## config.mk

```make
export PLATFORM = sky130hd
export DESIGN_NAME = rvc_fetch_align_buffer
export DESIGN_NICKNAME = d
export VERILOG_FILES = /design/src/rtl/rvc_fetch_align_buffer.sv
export SDC_FILE = /design/constraint.sdc
export NUM_CORES = 1
export LEC_CHECK = 0
export ABC_AREA = 1
export CORE_MARGIN = 5
export CORE_UTILIZATION = 33
export CTS_CLUSTER_DIAMETER = 50
export CTS_CLUSTER_SIZE = 12
export DETAILED_ROUTE_END_ITERATION = 10
export GPL_TIMING_DRIVEN = 0
export SLEW_MARGIN = 30
export SYNTH_ARGS = -nofsm -noshare
export SYNTH_HDL_FRONTEND = slang
export SYNTH_SLANG_ARGS = --single-unit
export TNS_END_PERCENT = 10
```

## constraint.sdc

```tcl
create_clock -name clk -period 3.1 [get_ports clk]
set_input_delay 0.62 -clock clk [delete_from_list [all_inputs] [get_ports clk]]
set_output_delay 0.62 -clock clk [all_outputs]
set_load 0.005 [all_outputs]
```

## src/rtl/rvc_fetch_align_buffer.sv

```systemverilog
// Fetch realigner: buffers imem words as halfwords and presents one aligned RV32IC
// instruction per cycle to decode, handling redirects and stale in-flight responses.
module rvc_fetch_align_buffer #(
    parameter int          FETCH_HW  = 2,
    parameter int          BUF_HW    = 8,
    parameter int          MAX_OUTST = 2,
    parameter logic [31:0] RESET_PC  = 32'h0000_0000
) (
    input  logic                  clk,
    input  logic                  reset,
    input  logic                  redirect_i,
    input  logic [31:0]           redirect_pc_i,
    output logic                  req_o,
    output logic [31:0]           req_addr_o,
    input  logic                  gnt_i,
    input  logic                  rvalid_i,
    input  logic [16*FETCH_HW-1:0] rdata_i,
    output logic                  inst_valid_o,
    input  logic                  inst_ready_i,
    output logic [31:0]           inst_o,
    output logic [31:0]           inst_pc_o,
    output logic                  inst_is_c_o
);
    localparam int          PW         = $clog2(BUF_HW);
    localparam int          OFF_W      = $clog2(2 * FETCH_HW);
    localparam int          SW         = OFF_W - 1;
    localparam logic [31:0] ALIGN_MASK = ~(32'(2 * FETCH_HW) - 32'd1);
    localparam logic [PW:0] ONE        = (PW+1)'(1);
    localparam logic [PW:0] TWO        = (PW+1)'(2);

    logic [15:0]    fifo [BUF_HW];
    logic [PW:0]    rd_ptr, wr_ptr, count;
    logic [31:0]    fetch_addr, head_pc;
    logic [2:0]     outst, kill;
    logic [SW-1:0]  skip;
    logic [31:0]    last_inst;
    logic           last_is_c;

    logic [15:0]    head;
    logic [PW-1:0]  rd_idx1;
    logic           head_full;
    logic [31:0]    cur_inst;
    logic [31:0]    free_hw, need_hw;
    logic           issue, take, consume;
    logic [PW:0]    n_wr, n_rd;

    assign head      = fifo[rd_ptr[PW-1:0]];
    assign rd_idx1   = rd_ptr[PW-1:0] + PW'(1);
    assign head_full = &head[1:0];
    assign cur_inst  = head_full ? {fifo[rd_idx1], head} : {16'h0000, head};

    assign inst_valid_o = head_full ? (count >= TWO) : (count >= ONE);
    assign inst_o       = inst_valid_o ? cur_inst : last_inst;
    assign inst_is_c_o  = inst_valid_o ? ~head_full : last_is_c;
    assign inst_pc_o    = head_pc;
    assign req_addr_o   = fetch_addr;

    // Reserve FIFO space for every response still in flight plus the new one.
    assign free_hw = 32'(BUF_HW) - 32'(count);
    assign need_hw = 32'(FETCH_HW) * (32'(outst) + 32'd1);
    assign req_o   = ~reset & ~redirect_i & (32'(outst) < 32'(MAX_OUTST)) & (free_hw >= need_hw);

    assign issue   = req_o & gnt_i;
    assign take    = rvalid_i & ~redirect_i & (kill == 3'd0);
    assign consume = inst_valid_o & inst_ready_i & ~redirect_i;
    assign n_wr    = (PW+1)'(FETCH_HW) - (PW+1)'(skip);
    assign n_rd    = head_full ? TWO : ONE;

    // Halfword storage: leading halfwords of the first word after a redirect are dropped.
    always_ff @(posedge clk) begin
        if (take) begin
            for (int i = 0; i < FETCH_HW; i++) begin
                if (i >= int'(skip))
                    fifo[PW'(wr_ptr[PW-1:0] + PW'(i) - PW'(skip))] <= rdata_i[16*i +: 16];
            end
        end
    end

    always_ff @(posedge clk) begin
        if (reset) begin
            rd_ptr     <= '0;
            wr_ptr     <= '0;
            count      <= '0;
            fetch_addr <= RESET_PC & ALIGN_MASK;
            head_pc    <= {RESET_PC[31:1], 1'b0};
            outst      <= 3'd0;
            kill       <= 3'd0;
            skip       <= RESET_PC[OFF_W-1:1];
            last_inst  <= 32'h0;
            last_is_c  <= 1'b0;
        end else begin
            if (inst_valid_o) begin
                last_inst <= cur_inst;
                last_is_c <= ~head_full;
            end
            if (redirect_i) begin
                // Everything still in flight becomes stale; a response landing now is one of them.
                rd_ptr     <= '0;
                wr_ptr     <= '0;
                count      <= '0;
                head_pc    <= {redirect_pc_i[31:1], 1'b0};
                fetch_addr <= redirect_pc_i & ALIGN_MASK;
                skip       <= redirect_pc_i[OFF_W-1:1];
                kill       <= outst - {2'b00, rvalid_i};
                outst      <= outst - {2'b00, rvalid_i};
            end else begin
                if (issue)
                    fetch_addr <= fetch_addr + 32'(2 * FETCH_HW);
                outst <= outst + {2'b00, issue} - {2'b00, rvalid_i};
                if (rvalid_i && kill != 3'd0)
                    kill <= kill - 3'd1;
                if (take) begin
                    wr_ptr <= wr_ptr + n_wr;
                    skip   <= '0;
                end
                if (consume) begin
                    rd_ptr  <= rd_ptr + n_rd;
                    head_pc <= head_pc + (head_full ? 32'd4 : 32'd2);
                end
                count <= count + (take ? n_wr : '0) - (consume ? n_rd : '0);
            end
        end
    end
endmodule

```

==> impl_metrics.yaml <==
critical_path:
  r2r-end: "last_inst[31]"
  reg2reg_setup_slack_ns: -0.02
  crit_path_end_kind: "output pin"
  worstRegToRegCells: 24
  cp.arrival_ns: 2.51
  startpoint_type: "flop"
  crit_type: "reg -> out"
  cp.required_ns: 2.48
  crit_fanout: 10
timing:
  final.setup.worst_slack_ns: -0.03140
  rsz0062_at_grt: "true"
  setup_viol: 8
  timing.final.crit_period_ns: 3.131
  setup_tns_ns: -0.1130
  final_max_slew_viol_count: 0
  slew_headroom_pct: 41.91
  hold_viol_final: 0
  worst_pin_slew_ns: 0.8714
  finalCritPeriodShare_pct: 101.0
  skew_ns: 0.01565
  fmaxAchievable_ghz: 0.3193
run_status:
  status: "finished, violations left"
  violations: "negative setup slack"
synth:
  synth-simple-area-share_pct: 24.71
  synthArstFlopShare_pct: 0
  synth_edf_count: 128
  synth-xor-area-share_pct: 1.355
  synth_ff_type: "edfxtp_1"
  post-synth-top-count-cell: "nand2_1"
  synth_mux_area_share_pct: 0
  synth-adder-area-share_pct: 3.501
  synth_compound_area_share_pct: 19.48
  ys_seq_area_share_pct: 41.20
  avgSynthCellArea_um2: 6.929
  synth.distinct_cells: 41
  synth_top_cell_by_area: "edfxtp_1"
  synth_top_family_by_area: "simple AND/OR/NAND/NOR gates"
  synth_seq_cells: 242
  yosys.area.top_type_share_pct: 25.85
  synth_common_cells: "568 x nand2_1, 352 x o21ai_0, 223 x inv_1"
  yosys-top-cells-area: "edfxtp_1 26%, dfxtp_1 15%, nand2_1 14%"
  yosys_warnings: 0
  syn_area_um2: 14870
  synthCells: 2146
cts:
  clock_latency_ns: 0.56
  cts_sinks: 242
  ctsLongestPathBuffers: 3
  cts_htree_levels: 2
  cts-root-buf: "clkbuf_16"
  clkTransAtPathRegs_ns: 0.06
  cts_tree: "built"
  cts_buffers: 37
layout:
  syn2layout_area_growth_pct: 34.42
  fin_util_pct: 45.00
  drive_above_1_share_pct: 16.95
  fin_cells: 3034
  nNetsFinal: 2525
  fill_cells: 4492
  diodes: 0
placed_design:
  portBuffers: 147
  pre_cts_slack_ns: -1.303
  placed_cells: 2895
  dp_hpwl_um: 47780
  gp_congestion: 0.9736
drt:
  drt-met1-wl_um: 25830
  vias_per_cell: 5.236
  vias: 15890
  wl_met3_um: 4526
  drtIter0Drc: 1666
  avgRoutedWirePerCell_um: 20.60
  ant_nets: 0
  top_layer_used: "met4"
  dr.pass1.iters: 6
  drc: 0
  wl_met2_um: 29760
  routed_wl_um: 62490
die:
  die_h_um: 222.3
  io_pins: 169
  placementRows: 77
  fp.coreArea_um2: 44410
  die_area_um2: 49400
  initial_utilization_pct: 33.48
  die_x_um: 222.3
global_route:
  grt.total_usage_pct: 23.97
  grt_pass1_wl_um: 92470
  grt_pass1_vias: 15260
  grt_max_degree: 14
  antenna_found_initial: 0
  grt_overflow: 0
min_path:
  holdPathEnd: "last_inst[19]"
  min_path_type: "reg -> reg"
  worstHoldPathCells: 2
  min_from: "last_inst[19]"
pwr:
  p_per_area_nw_per_um2: 601.2
  leakagePower_uw: 0.008363
  vdd_ir_drop_max_mv: 0.4001
  finalPower_uw: 12020
run:
  cap_violations: 0
[cells in the final DEF, fill, tap and decap left out, drive strengths merged, types with 92 or more instances in the layout]
cell and count:
nand2 574, o21ai 355, inv 233, nor2 204, a21oi 182, buf 145
clkbuf 144, edfxtp 128, dfxtp 114, clkdlybuf4s50 111, nand3 92
[worst max-delay path, cell delays in order, from the launching register on]
cell       delay (ns)
dfxtp_4          0.40
inv_6            0.05
buf_8            0.13
nand2_2          0.06
nand3_2          0.07
nand2_2          0.07
nand2_2          0.07
nand2_4          0.14
nand2_8          0.09
buf_4            0.15
clkbuf_16        0.16
nor2_4           0.09
nand3_2          0.11
buf_4            0.15
nand2_1          0.08
buf_2            0.12
[worst max-delay path by stage]
stage,startpoint,to,slack (ns),depth (start not counted)
2_1_floorplan,flop,inst_pc_o[31],0.12,25
3_3_place_gp,rvalid_i,fifo[6][10],-1.51,7
3_5_place_dp,flop,inst_pc_o[31],-1.30,21
4_1_cts,redirect_i,req_o,-0.14,7
5_1_grt,flop,last_inst[31],-0.13,24
6_report,flop,inst_o[31],-0.03,15
[logic make-up after synthesis]
group | count (synthesis)
and+or+nand+nor | 915
xor gates and xnor gates | 23
DFF | 242
buffers and inverters | 361
other | 1
AOI/OAI and AO/OA | 566
adders and majority gates | 38
[state kept, by name (all words and copies together) (netlist names), 3 cells and up, named ones only]
name	flops
last_inst	32
inst_pc_o	31
req_addr_o	30
rd_ptr	3
wr_ptr	3
kill	3
outst	3
fifo	128
count	4
[power by group]
part	switching, µW	total [µW]	internal (µW)
Combinational	2080	3800	1720
Sequential	256	3870	3620
Clock	1670	4340	2670
Total	4010	12000	8000
[stage by stage]
step                      hold WS (ns)  instance area (µm²)
final                           0.4698                19990
after CTS                       0.4438                19560
after global routing            0.4768                19990
after detailed placement        0.4606                17230
after floorplan                 0.4463                14880
after global placement          0.4579                17090
[final cells by class]
type / count / area [µm²] / area share (%)
buffer: 131 / 749.5 / 3.750
clock buffer: 43 / 989.7 / 4.952
clock inverter: 21 / 272.8 / 1.365
inverter: 227 / 865.8 / 4.332
multi-input combinational: 1545 / 8107 / 40.56
sequential: 242 / 6138 / 30.71
tap: 592 / 740.7 / 3.706
timing repair buffer: 233 / 2123 / 10.62
[routing by layer]
| metal | up-vias | global-route usage [%] |
|---|---|---|
| li1 | 7588 | - |
| met2 | 745 | 40.53 |
| met5 | - | 0 |
| met4 | 0 | 9.386 |
| met1 | 7422 | 30.76 |
| met3 | 131 | 3.867 |
[timing repair]
item                       CTS  global route
hold buffers                 0             0
resized for setup          309           122
setup endpoints to repair   70            79
cloned                       6             0
buffers inserted            49            24
pin swaps                   38            34
Power figures use the tool's default switching activity.
